--- config.mk ---
export PLATFORM = sky130hd
export DESIGN_NAME = cpu_run_monitor
export DESIGN_NICKNAME = d
export VERILOG_FILES = /design/src/rtl/cpu_run_monitor_pkg.sv /design/src/rtl/run_mon_stall_det.sv /design/src/rtl/cpu_run_monitor.sv
export SDC_FILE = /design/constraint.sdc
export NUM_CORES = 1
export LEC_CHECK = 0
export ABC_CLOCK_PERIOD_IN_PS = 2800
export BUFFER_PORTS_ARGS = -buffer_cell sky130_fd_sc_hd__buf_2
export CORE_UTILIZATION = 40
export DETAILED_ROUTE_END_ITERATION = 12
export PLACE_DENSITY = 0.67
export SYNTH_ARGS = -nofsm -noshare
export SYNTH_HDL_FRONTEND = slang
export SYNTH_HIERARCHICAL = 1
export SYNTH_SLANG_ARGS = --single-unit
--- constraint.sdc ---
create_clock -name clk -period 2.8 [get_ports clk]
set_clock_uncertainty 0.15 [all_clocks]
set_input_delay 0.14 -clock clk [delete_from_list [all_inputs] [get_ports clk]]
set_output_delay 0.14 -clock clk [all_outputs]
set_load 0.01 [all_outputs]
--- src/rtl/cpu_run_monitor_pkg.sv ---
// Shared state encoding and run-result codes for the CPU run monitor.
package cpu_run_monitor_pkg;

   typedef enum logic [1:0] {
      S_IDLE  = 2'd0,
      S_RESET = 2'd1,
      S_RUN   = 2'd2,
      S_DONE  = 2'd3
   } state_t;

   localparam logic [1:0] ST_NONE    = 2'b00;
   localparam logic [1:0] ST_HALT    = 2'b01;
   localparam logic [1:0] ST_TIMEOUT = 2'b10;
   localparam logic [1:0] ST_STALL   = 2'b11;

endpackage

--- src/rtl/run_mon_stall_det.sv ---
// Stall detector (built only with CPU_RUN_MONITOR_STALL_DET_EN): flags a RUN cycle whose pc
// completes STALL_LIMIT identical consecutive samples; combinational flag, no backpressure.
module run_mon_stall_det
   import cpu_run_monitor_pkg::*;
#(
   parameter int unsigned STALL_LIMIT = 8
) (
   input  logic        clk,
   input  logic        rst_n,
   input  logic        clr,
   input  logic        en,
   input  logic        cpu_hlt,
   input  logic [15:0] cpu_pc,
   output logic        stall
);

   logic [15:0] prev_pc;
   logic        prev_vld;
   logic [7:0]  cnt;
   logic        same;

   // The first RUN cycle only primes prev_pc; prev_vld blocks a false match against stale data.
   assign same  = prev_vld && (cpu_pc == prev_pc) && !cpu_hlt;
   assign stall = en && same && (cnt == 8'(STALL_LIMIT - 2));

   always_ff @(posedge clk or negedge rst_n) begin
      if (!rst_n) begin
         prev_pc  <= '0;
         prev_vld <= 1'b0;
         cnt      <= '0;
      end else if (clr) begin
         prev_pc  <= '0;
         prev_vld <= 1'b0;
         cnt      <= '0;
      end else if (en) begin
         prev_pc  <= cpu_pc;
         prev_vld <= 1'b1;
         cnt      <= same ? cnt + 8'd1 : 8'd0;
      end
   end

endmodule

--- src/rtl/cpu_run_monitor.sv ---
// Sequences reset/run of a CPU under test and reports HALT, TIMEOUT or (with
// CPU_RUN_MONITOR_STALL_DET_EN) STALL; results register one edge after the deciding RUN cycle.
module cpu_run_monitor
   import cpu_run_monitor_pkg::*;
#(
   parameter int unsigned RST_CYCLES  = 2,
   parameter int unsigned TIMEOUT     = 20,
   parameter int unsigned STALL_LIMIT = 8
) (
   input  logic        clk,
   input  logic        rst_n,
   input  logic        start,
   output logic        cpu_rst_n,
   input  logic        cpu_hlt,
   input  logic [15:0] cpu_pc,
   output logic        done,
   output logic [1:0]  status,
   output logic [15:0] cycle_count,
   output logic [15:0] last_pc
);

   state_t      state, state_nxt;
   logic [3:0]  rst_cnt;
   logic        start_ok;
   logic        run;
   logic        stall_hit;
   logic        timeout_hit;
   logic [16:0] cc_inc;

   assign start_ok    = start && ((state == S_IDLE) || (state == S_DONE));
   assign run         = (state == S_RUN);
   assign cc_inc      = {1'b0, cycle_count} + 17'd1;
   assign timeout_hit = run && (cc_inc == 17'(TIMEOUT));
   assign cpu_rst_n   = (state == S_RUN) || (state == S_DONE);
   assign done        = (state == S_DONE);

`ifdef CPU_RUN_MONITOR_STALL_DET_EN
   run_mon_stall_det #(
      .STALL_LIMIT (STALL_LIMIT)
   ) u_stall_det (
      .clk     (clk),
      .rst_n   (rst_n),
      .clr     (start_ok),
      .en      (run),
      .cpu_hlt (cpu_hlt),
      .cpu_pc  (cpu_pc),
      .stall   (stall_hit)
   );
`else
   assign stall_hit = 1'b0;
`endif

   always_ff @(posedge clk or negedge rst_n) begin
      if (!rst_n) state <= S_IDLE;
      else        state <= state_nxt;
   end

   always_comb begin
      state_nxt = state;
      case (state)
         S_IDLE, S_DONE: if (start) state_nxt = S_RESET;
         S_RESET:        if (rst_cnt == 4'(RST_CYCLES - 1)) state_nxt = S_RUN;
         S_RUN:          if (cpu_hlt || stall_hit || timeout_hit) state_nxt = S_DONE;
         default:        state_nxt = S_IDLE;
      endcase
   end

   // Termination priority is encoded by the if/else order: HALT, then STALL, then TIMEOUT.
   always_ff @(posedge clk or negedge rst_n) begin
      if (!rst_n) begin
         rst_cnt     <= '0;
         status      <= ST_NONE;
         cycle_count <= '0;
         last_pc     <= '0;
      end else if (start_ok) begin
         rst_cnt     <= '0;
         status      <= ST_NONE;
         cycle_count <= '0;
         last_pc     <= '0;
      end else if (state == S_RESET) begin
         rst_cnt <= rst_cnt + 4'd1;
      end else if (run) begin
         cycle_count <= cc_inc[15:0];
         last_pc     <= cpu_pc;
         if (cpu_hlt)          status <= ST_HALT;
         else if (stall_hit)   status <= ST_STALL;
         else if (timeout_hit) status <= ST_TIMEOUT;
      end
   end

endmodule

==> flow_summary.toml, run 1 <==
[logic_synthesis]
most_used_standard_cell_by_instance_count_after_synthesis = "nand2_1"
synth-warning-count = 6
yosys.area.top_type_share_pct = 44.7
cell_types_with_the_largest_area_share_after_synthesis = "dfrtp_1, nand2_1, nand3_1, o21ai_0, ha_1"
post-synth-top-area-cell = "dfrtp_1"
yosys_register_bits = 40
syn_nets = 280
syn-mean-instance-area_sq_um = 8.84
netlist_instances = 253
synth_enable_flop_cells = 0
synth.yosys.seq_area_share_pct = 44.7
synth.cell_area_sq_mm = 0.00224
synth_cell_type_count = 48
dominantRegCellSynth = "dfrtp_1"
yosys-top-cells-count = "nand2_1, dfrtp_1, nand3_1, o21ai_0, nor2_1"
ys_async_sr_fraction_pct = 100

[global_route]
grt_start_max_net_pins = 41
number_of_antenna_violations_at_the_first_check_in_global_routing = 0
grt_first_pass_wirelength_microns = 9450
global_route.usage.total_pct = 20.1
first_global_vias = 1993
gr-total-overflow = 0

[drt]
avgViaCountPerCell = 5.24
drc = 0
post_drt_wl_per_cell_microns = 14.0
drt-total-wl_microns = 5470
num_vias = 2053
routed-wl-met3_microns = 264
wl_met1_microns = 2660
firstDrtPassIters = 4
first_iteration_detailed_routing_drc_count = 111
top_layer = "met4"
routed-wl-met2_microns = 2490
drt.antenna.violating_nets = 0

[sta]
fmax_mhz = 381
setup_tns_ns = 0
finalWorstPathRequiredPeriod_ns = 2.62
fin_crit_sh_pct = 93.7
final-hold-violation-count = 0
setup_viol_count_final = 0
slew_violations = 0
grt_setup_unrepaired = "no"
max_slew.worst_pin.slew_ns = 0.906
slew_headroom_pct = 39.6

[min_path]
timing.hold.worst.start = "cpu_hlt"
hold_depth = 4
hold_path_class = "in -> reg"
hold-path-endpoint = "status[1]"

[final_layout]
layout.cell_area.non_filler_sq_mm = 0.00282
area_occupied_by_multi_input_gates_sq_mm = 0.00115
nets = 349
synthToLayoutAreaGrowth_pct = 26.2
antenna_cells_inserted = 0
register_area_sq_mm = 0.00100
final_layout_size_suffix_gt1_share_pct = 26.1
finalCoreUtilization_pct = 53.9
instances_no_fill = 392
fillers = 516

[place]
gp_routability_congestion = 0.822
dpl-instance-area_sq_mm = 0.00257
detailedPlacementHpwl_microns = 3520
port-buffer-count = 55
dpl.cell_count = 368

[worst_setup_path]
critical_path.max_fanout = 8
cp-end-kind = "register"
cpPeakStageDelay_ns = 0.49
crit_chain = "nand4_2, nor3_1, mux2_2, o21a_2, or3b_1, a31o_1"
reg2reg_from = "cycle_count[3]"
crit_slowest_cell = "dfrtp_1"
reg2reg_depth = 6
timing.critical_path.arrival_ns = 2.65
ff2ff_setup_slack_ns = 0.18
path_class = "reg -> reg"
critical_path.startpoint_type = "register"
worstPathRequired_ns = 2.83
r2r_end = "status[0]"

[power]
p_leak_nw = 1.37
ir_worst_vdd_mv = 0.478
p_per_area_mw_per_mm2 = 893
post-layout-total-power_w = 0.00252

[clock_network]
tritoncts_buffer_count = 5
clk_latency_ns = 0.29
buffer_cell_driving_the_clock_tree_root = "clkbuf_8"
tritoncts = "yes"
clock-sinks = 40
ctsHtreeMaxLevel = 2
clock_slew_seen_by_the_registers_of_the_worst_setup_and_hold_paths_ns = 0.08
clock_path_buffers = 2

[floorplan]
core-area_sq_mm = 0.00524
placement_rows = 26
die_area_sq_mm = 0.00590
die_x_microns = 76.8
initial_core_util_pct = 42.7
num_io_pins = 56
die_h_microns = 76.8

[flow_run]
max-cap-violations = 0

[outcome]
outcome = "finished, final reports clean"
metrics by stage:
stage | hold WS [ns] | setup slack (ns)
after floorplan | -0.306 | 0.274
after global placement | 0.169 | 0.232
after detailed placement | 0.172 | 0.208
after CTS | 0.00981 | 0.175
after global routing | 0.0334 | 0.0270
final | 0.0112 | 0.176
cell families (layout without fill, tap and decap cells):
kind of cell / count (synthesis) / after routing / synth area share (%)
buffers and inverters: 21 / 90 / 4.03
xor gates and xnor gates: 6 / 6 / 2.35
DFF: 40 / 40 / 44.7
adders and majority gates: 7 / 7 / 3.91
AOI/OAI and AO/OA: 48 / 48 / 14.4
muxes: 3 / 3 / 1.45
and+or+nand+nor: 128 / 128 / 29.1
worst max-delay path: cells and delay by family, from the launching register on:
family / cells / cell delay (ns)
AO/OA/AOI/OAI: 2 / 0.46
flip-flops: 1 / 0.49
multiplexers: 1 / 0.38
AND/OR/NAND/NOR: 3 / 1.05
placed cells by master, fill, tap and decap left out, types with 6 or more instances in the layout:
cell type | netlist | layout
nor2_1 | 16 | 16
dfrtp_1 | 40 | 39
nand2_1 | 50 | 50
nand3_1 | 24 | 24
o21ai_0 | 22 | 22
dlygate4sd3_1 | 0 | 17
nand4_1 | 8 | 8
ha_1 | 7 | 7
o31ai_1 | 7 | 7
buf_2 | 0 | 55
inv_1 | 6 | 6
state kept, by name, indices dropped and copies added, names as in the netlist:
register	count
cycle_count	16
last_pc	16
rst_cnt	4
state	2
status	2
how the worst max path moves through the flow:
stage | slack, ns | end | cells past startpoint | startpoint
global placement | 0.23 | status[0] | 7 | cycle_count[0]
floorplan | 0.27 | status[0] | 7 | cycle_count[0]
detailed placement | 0.21 | status[0] | 7 | cycle_count[0]
CTS | 0.18 | status[0] | 7 | cycle_count[0]
finish | 0.18 | status[0] | 6 | cycle_count[3]
global route | 0.03 | status[0] | 7 | cycle_count[1]
cell type report:
type / instances / share of cell area (%)
tap: 70 / 3.10
multi-input combinational: 192 / 40.6
clock inverter: 2 / 0.443
sequential: 40 / 35.5
timing repair buffer: 77 / 17.1
clock buffer: 5 / 2.44
inverter: 6 / 0.798
where the power goes:
group,internal [W],switching [W]
Sequential,0.000749,0.000128
Clock,0.000169,0.000202
Combinational,0.000458,0.000814
timing repair:
action	in CTS	in global routing
hold buffers	17	0
endpoints found under the hold margin	56	0
endpoints found under the setup margin	0	1
buffers inserted	0	0
gates resized for setup	0	1
per-layer routing:
| layer | GRT usage (%) | vias up |
|---|---|---|
| met5 | 0 | - |
| met4 | 7.50 | 0 |
| met3 | 4.05 | 7 |
| met2 | 32.1 | 56 |
| met1 | 26.9 | 964 |
| li1 | - | 1026 |
Note: power is estimated with default switching activity, not from simulation.
==> inputs of run 2 (changes only) <==
--- a/config.mk
+++ b/config.mk
@@ -10,6 +10,7 @@
 export CORE_UTILIZATION = 40
 export DETAILED_ROUTE_END_ITERATION = 12
 export PLACE_DENSITY = 0.67
+export REMOVE_ABC_BUFFERS = 1
 export SYNTH_ARGS = -nofsm -noshare
 export SYNTH_HDL_FRONTEND = slang
 export SYNTH_HIERARCHICAL = 1
==> run 2 against run 1 <==
Routed wire length down 4.7%. Highest routed layer unchanged. Die area unchanged. Clock power rose by 47%. Largest power group unchanged. Largest cell class unchanged. Global-route usage fell by 1.2 points. Critical endpoint unchanged. Maximum frequency is 1.3% lower. Utilization rose by 0.88 points.
==> flow_summary.toml, run 2 (synthesis results as in run 1) <==
[outcome]
outcome = "finished, final reports clean"

[worst_setup_path]
path_delay_family = "simple AND/OR/NAND/NOR gates"
critical_path.max_fanout = 7
critical_path.startpoint_type = "register"
cp-end-kind = "register"
worstPathBufferInverterCount = 0
crit_chain = "ha_1, nand3_2, or4_4, mux2i_1, o2111ai_2, or3b_1, a31o_1"
cpPeakStageDelay_ns = 0.53
path_class = "reg -> reg"
crit_slowest_cell = "or4_4"
timing.critical_path.arrival_ns = 2.69
worstPathRequired_ns = 2.83

[sta]
setup_viol_count_final = 0
fin_crit_sh_pct = 95.0
grt_setup_unrepaired = "no"
slew_headroom_pct = 42.2
slew_violations = 0
setup_tns_ns = 0
finalWorstPathRequiredPeriod_ns = 2.66
final-hold-violation-count = 0
max_slew.worst_pin.slew_ns = 0.867
fmax_mhz = 376

[floorplan]
num_io_pins = 56
core-area_sq_mm = 0.00524
die_h_microns = 76.8
placement_rows = 26
die_area_sq_mm = 0.00590
initial_core_util_pct = 42.7
die_x_microns = 76.8

[global_route]
first_global_vias = 1865
grt_first_pass_wirelength_microns = 9040
global_route.usage.total_pct = 19.0
grt_start_max_net_pins = 41
number_of_antenna_violations_at_the_first_check_in_global_routing = 0
gr-total-overflow = 0

[clock_network]
tritoncts = "yes"
clock_path_buffers = 2
clk_latency_ns = 0.28
clock_slew_seen_by_the_registers_of_the_worst_setup_and_hold_paths_ns = 0.08
cts.repair.resized = 0
ctsHtreeMaxLevel = 2
clock-sinks = 40
tritoncts_buffer_count = 5
buffer_cell_driving_the_clock_tree_root = "clkbuf_8"

[power]
share_comb_of_total_power_pct = 46.9
switchingPower_w = 0.00112
p_leak_nw = 1.40
p_per_area_mw_per_mm2 = 934
power_report.internal_total_w = 0.00155
power_frac_seq_pct = 32.7
fraction_of_power_spent_switching_nets_pct = 42.0
power.clock.fraction_pct = 20.3
ir_worst_vdd_mv = 0.543

[drt]
first_iteration_detailed_routing_drc_count = 69
drt.antenna.violating_nets = 0
drt-total-wl_microns = 5210
drc = 0
num_vias = 2030
post_drt_wl_per_cell_microns = 13.3
firstDrtPassIters = 4
avgViaCountPerCell = 5.18

[final_layout]
nets = 349
biggestRegsByFlops = "cycle_count: 16 flops, last_pc: 16 flops, rst_cnt: 4 flops"
fillers = 491
synthToLayoutAreaGrowth_pct = 28.2
antenna_cells_inserted = 0
instances_no_fill = 392
final_layout_size_suffix_gt1_share_pct = 25.8
most_frequent_standard_cell_in_the_layout_excluding_fill_and_tap_cells = "buf_2"
most-common-layout-cells = "buf_2, nand2_1, dfrtp_1, nand3_1, o21ai_0"

[place]
gp_routability_congestion = 0.826
dpl.cell_count = 368
detailedPlacementHpwl_microns = 3410
port-buffer-count = 55

[flow_run]
max-cap-violations = 0

[min_path]
hold_path_class = "in -> reg"
run 2: cell types whose count changed in the layout (fill, tap and decap cells not counted), sizes merged:
cell      before  now
bufinv         0    2
clkinv         1    0
clkinvlp       1    0
run 2: layer usage:
metal	vias up	global-route usage, %	part of all wire [%]
met3	4	4.52	4.8
met2	47	30.1	47
li1	1032	-	-
met1	947	26.7	48
met5	-	0	0
met4	0	2.88	0.29
run 2: what timing repair did:
item	CTS	global route
hold buffers	17	0
endpoints found under the hold margin	56	0
endpoints found under the setup margin	0	0
buffers inserted	0	0
run 2: final timing paths:
| path | start | to | slack (ns) | cells past startpoint |
|---|---|---|---|---|
| worst max-delay path | cycle_count[0] | status[0] | 0.14 | 7 |
| worst min-delay path | cpu_hlt | status[1] | 0.03 | 4 |
| worst max register to register | cycle_count[0] | status[0] | 0.14 | 7 |
| worst min register to register | last_pc[11] | last_pc[11] | 0.32 | 2 |
| max in group asynchronous | rst_n | state[1] | 1.60 | 2 |
| min in group asynchronous | rst_n | last_pc[2] | 0.35 | 2 |
run 2: power by group through the flow:
| stage | clock (W) | combinational [W] | sequential (W) |
|---|---|---|---|
| 3_3_place_gp | 0 | 0.00125 | 0.000878 |
| 2_1_floorplan | 0 | 0.000739 | 0.000935 |
| 5_1_grt | 0.000584 | 0.00143 | 0.000900 |
| 6_report | 0.000545 | 0.00126 | 0.000877 |
| 3_5_place_dp | 0 | 0.00126 | 0.000887 |
| 4_1_cts | 0.000564 | 0.00128 | 0.000876 |
run 2: cell type report:
| cell class | instances | area, sq um | share of cell area, % |
|---|---|---|---|
| Clock buffer | 5 | 68.8 | 2.40 |
| Clock inverter | 2 | 60.1 | 2.09 |
| Inverter | 6 | 22.5 | 0.785 |
| Multi-Input combinational cell | 192 | 1150 | 39.9 |
| Sequential cell | 40 | 1000 | 34.9 |
| Tap cell | 70 | 87.6 | 3.05 |
| Timing Repair Buffer | 77 | 483 | 16.8 |
run 2: through the flow:
stage | power, W | utilization (%) | instance area, sq um | setup slack, ns | hold WS (ns)
finish | 0.00268 | 54.8 | 2870 | 0.141 | 0.0311
global route | 0.00291 | 54.8 | 2870 | 0.00351 | 0.0182
CTS | 0.00272 | 54.8 | 2870 | 0.145 | 0.0255
detailed placement | 0.00214 | 49.1 | 2570 | 0.158 | 0.165
global placement | 0.00213 | 49.1 | 2570 | 0.220 | 0.164
floorplan | 0.00167 | - | 2170 | -0.171 | -0.306
run 2: worst min-delay path, stage by stage:
cell     delay, ns
buf_2         0.09
o21ai_0       0.08
o21ai_0       0.08
a21oi_1       0.04
==> inputs of run 3 (changes only) <==
--- a/config.mk
+++ b/config.mk
@@ -7,9 +7,9 @@
 export LEC_CHECK = 0
 export ABC_CLOCK_PERIOD_IN_PS = 2800
 export BUFFER_PORTS_ARGS = -buffer_cell sky130_fd_sc_hd__buf_2
-export CORE_UTILIZATION = 40
+export CORE_UTILIZATION = 45
 export DETAILED_ROUTE_END_ITERATION = 12
-export PLACE_DENSITY = 0.67
+export PLACE_DENSITY = 0.73
 export REMOVE_ABC_BUFFERS = 1
 export SYNTH_ARGS = -nofsm -noshare
 export SYNTH_HDL_FRONTEND = slang
==> run 3 against run 2 <==
Critical path depth stayed put. Combinational power hardly changed. Utilization is 5.1 points higher. Sequential power hardly changed. Via count is 2.6% higher. Critical path type unchanged. Largest power group unchanged. Setup slack worse by 0.0038 ns. Largest cell class unchanged. Maximum frequency is 0.14% lower. Design area is 0.74% lower. Sequential cell count stayed put. Sequential share of layout area is 0.26 points higher. Total power is 2.6% lower.
==> flow_summary.toml, run 3 (synthesis results as in run 1) <==
[power]
power.clock.fraction_pct = 17.7
p_leak_nw = 1.39
share_comb_of_total_power_pct = 48.7
power_frac_seq_pct = 33.6
fraction_of_power_spent_switching_nets_pct = 43.7
switchingPower_w = 0.00114
power_report.internal_total_w = 0.00147
ir_worst_vdd_mv = 0.537
p_per_area_mw_per_mm2 = 916

[clock_network]
tritoncts_buffer_count = 5
tritoncts = "yes"
clock_path_buffers = 2
clock-sinks = 40
ctsHtreeMaxLevel = 2
buffer_cell_driving_the_clock_tree_root = "clkbuf_8"
postCtsSetupBuffers = 0
clock_slew_seen_by_the_registers_of_the_worst_setup_and_hold_paths_ns = 0.08
clk_latency_ns = 0.29

[sta]
slew_headroom_pct = 42.2
setup_viol_count_final = 0
setup_tns_ns = 0
fin_worst_setup_slack_ns = 0.138
max_slew.worst_pin.slew_ns = 0.867
final-hold-violation-count = 0
fin_crit_sh_pct = 95.1
final.hold.worst_slack_ns = 0.0195
finalWorstPathRequiredPeriod_ns = 2.66
fmax_mhz = 376
slew_violations = 0
grt_setup_unrepaired = "no"

[worst_setup_path]
worstPathRequired_ns = 2.83
crit_chain = "ha_1, nand3_2, or4_4, mux2i_1, o2111ai_2, or3b_1, a31o_1"
critical_path.max_fanout = 7
cpPeakStageDelay_ns = 0.53
critical_path.startpoint_type = "register"
cp-end-kind = "register"
crit_slowest_cell = "or4_4"
timing.critical_path.arrival_ns = 2.69
path_class = "reg -> reg"

[final_layout]
biggestRegsByFlops = "cycle_count: 16 flops, last_pc: 16 flops, rst_cnt: 4 flops"
layout.cell_area.non_filler_sq_mm = 0.00285
fillers = 441
synthToLayoutAreaGrowth_pct = 27.3
nets = 349
most-common-layout-cells = "buf_2, nand2_1, dfrtp_1, nand3_1, o21ai_0"
final_layout_size_suffix_gt1_share_pct = 26.0
most_frequent_standard_cell_in_the_layout_excluding_fill_and_tap_cells = "buf_2"
antenna_cells_inserted = 0
instances_no_fill = 390

[global_route]
grt_first_pass_wirelength_microns = 8740
gr-total-overflow = 0
grt_start_max_net_pins = 41
first_global_vias = 1875
global_route.usage.total_pct = 21.2
number_of_antenna_violations_at_the_first_check_in_global_routing = 0

[drt]
drt.antenna.violating_nets = 0
num_vias = 2082
avgViaCountPerCell = 5.34
drc = 0
post_drt_wl_per_cell_microns = 13.6
drt-total-wl_microns = 5300
first_iteration_detailed_routing_drc_count = 160
firstDrtPassIters = 4

[floorplan]
placement_rows = 25
initial_core_util_pct = 47.1
die_h_microns = 72.5
num_io_pins = 56
die_area_sq_mm = 0.00526
core-area_sq_mm = 0.00475
die_x_microns = 72.5

[place]
gp_routability_congestion = 0.815
dpl.cell_count = 365
port-buffer-count = 55
detailedPlacementHpwl_microns = 3400
dpl-instance-area_sq_mm = 0.00257
placement.setup.worst_slack_ns = 0.173

[flow_run]
max-cap-violations = 0

[min_path]
hold_path_class = "in -> reg"

[outcome]
outcome = "finished, final reports clean"
==> run 3: cell types whose count changed in the layout (fill, tap and decap cells not counted) <==
cell        previous run  this run
bufinv_16              2         1
clkinv_2               0         1
clkinvlp_4             0         1
==> run 3: cell type report <==
| type | count | area [sq um] | area share (%) |
|---|---|---|---|
| tap | 67 | 83.8 | 2.94 |
| timing repair buffer | 77 | 483 | 17.0 |
| clock inverter | 3 | 42.5 | 1.49 |
| multi-input combinational | 192 | 1150 | 40.2 |
| sequential | 40 | 1000 | 35.1 |
| inverter | 6 | 22.5 | 0.791 |
| clock buffer | 5 | 68.8 | 2.42 |
==> run 3: metrics by stage <==
stage               power (W)  util, %
finish                0.00261     59.9
global route          0.00285     59.9
detailed placement    0.00215     54.0
floorplan             0.00167        -
CTS                   0.00265     59.9
global placement      0.00212     54.0
==> run 3: worst paths after layout <==
| check | from | endpoint | slack, ns | cells past startpoint |
|---|---|---|---|---|
| max in group asynchronous | rst_n | cycle_count[11] | 1.60 | 2 |
| hold / removal | cpu_hlt | status[1] | 0.02 | 4 |
| setup reg to reg | cycle_count[0] | status[0] | 0.14 | 7 |
| setup / recovery | cycle_count[0] | status[0] | 0.14 | 7 |
| hold reg to reg | last_pc[9] | last_pc[9] | 0.31 | 2 |
| min in group asynchronous | rst_n | rst_cnt[0] | 0.35 | 2 |
==> run 3: power by group through the flow <==
| stage | clock (W) | combinational [W] | sequential, W |
|---|---|---|---|
| after global placement | 0 | 0.00124 | 0.000877 |
| after global routing | 0.000496 | 0.00145 | 0.000896 |
| after CTS | 0.000481 | 0.00129 | 0.000874 |
| after floorplan | 0 | 0.000739 | 0.000935 |
| final | 0.000463 | 0.00127 | 0.000875 |
| after detailed placement | 0 | 0.00127 | 0.000886 |
==> run 3: repair_timing <==
| action | 4_1_cts | 5_1_grt |
|---|---|---|
| gates resized for setup | 0 | 0 |
| hold endpoints to repair | 56 | 0 |
| hold buffers | 17 | 0 |
==> run 3: worst max-delay path: cells and delay by family (launching register included) <==
family | cells | cell delay, ns
simple gates | 3 | 1.10
flops | 1 | 0.46
compound gates | 2 | 0.40
fa+ha+maj | 1 | 0.26
mux | 1 | 0.19
==> run 3: per-layer routing <==
layer  GRT usage [%]  wire (microns)  vias to the layer above
met5               0               0                        -
li1                -               -                     1028
met3            3.89             328                        2
met1            30.0            2430                      990
met4            4.58              14                        0
met2            34.1            2530                       62
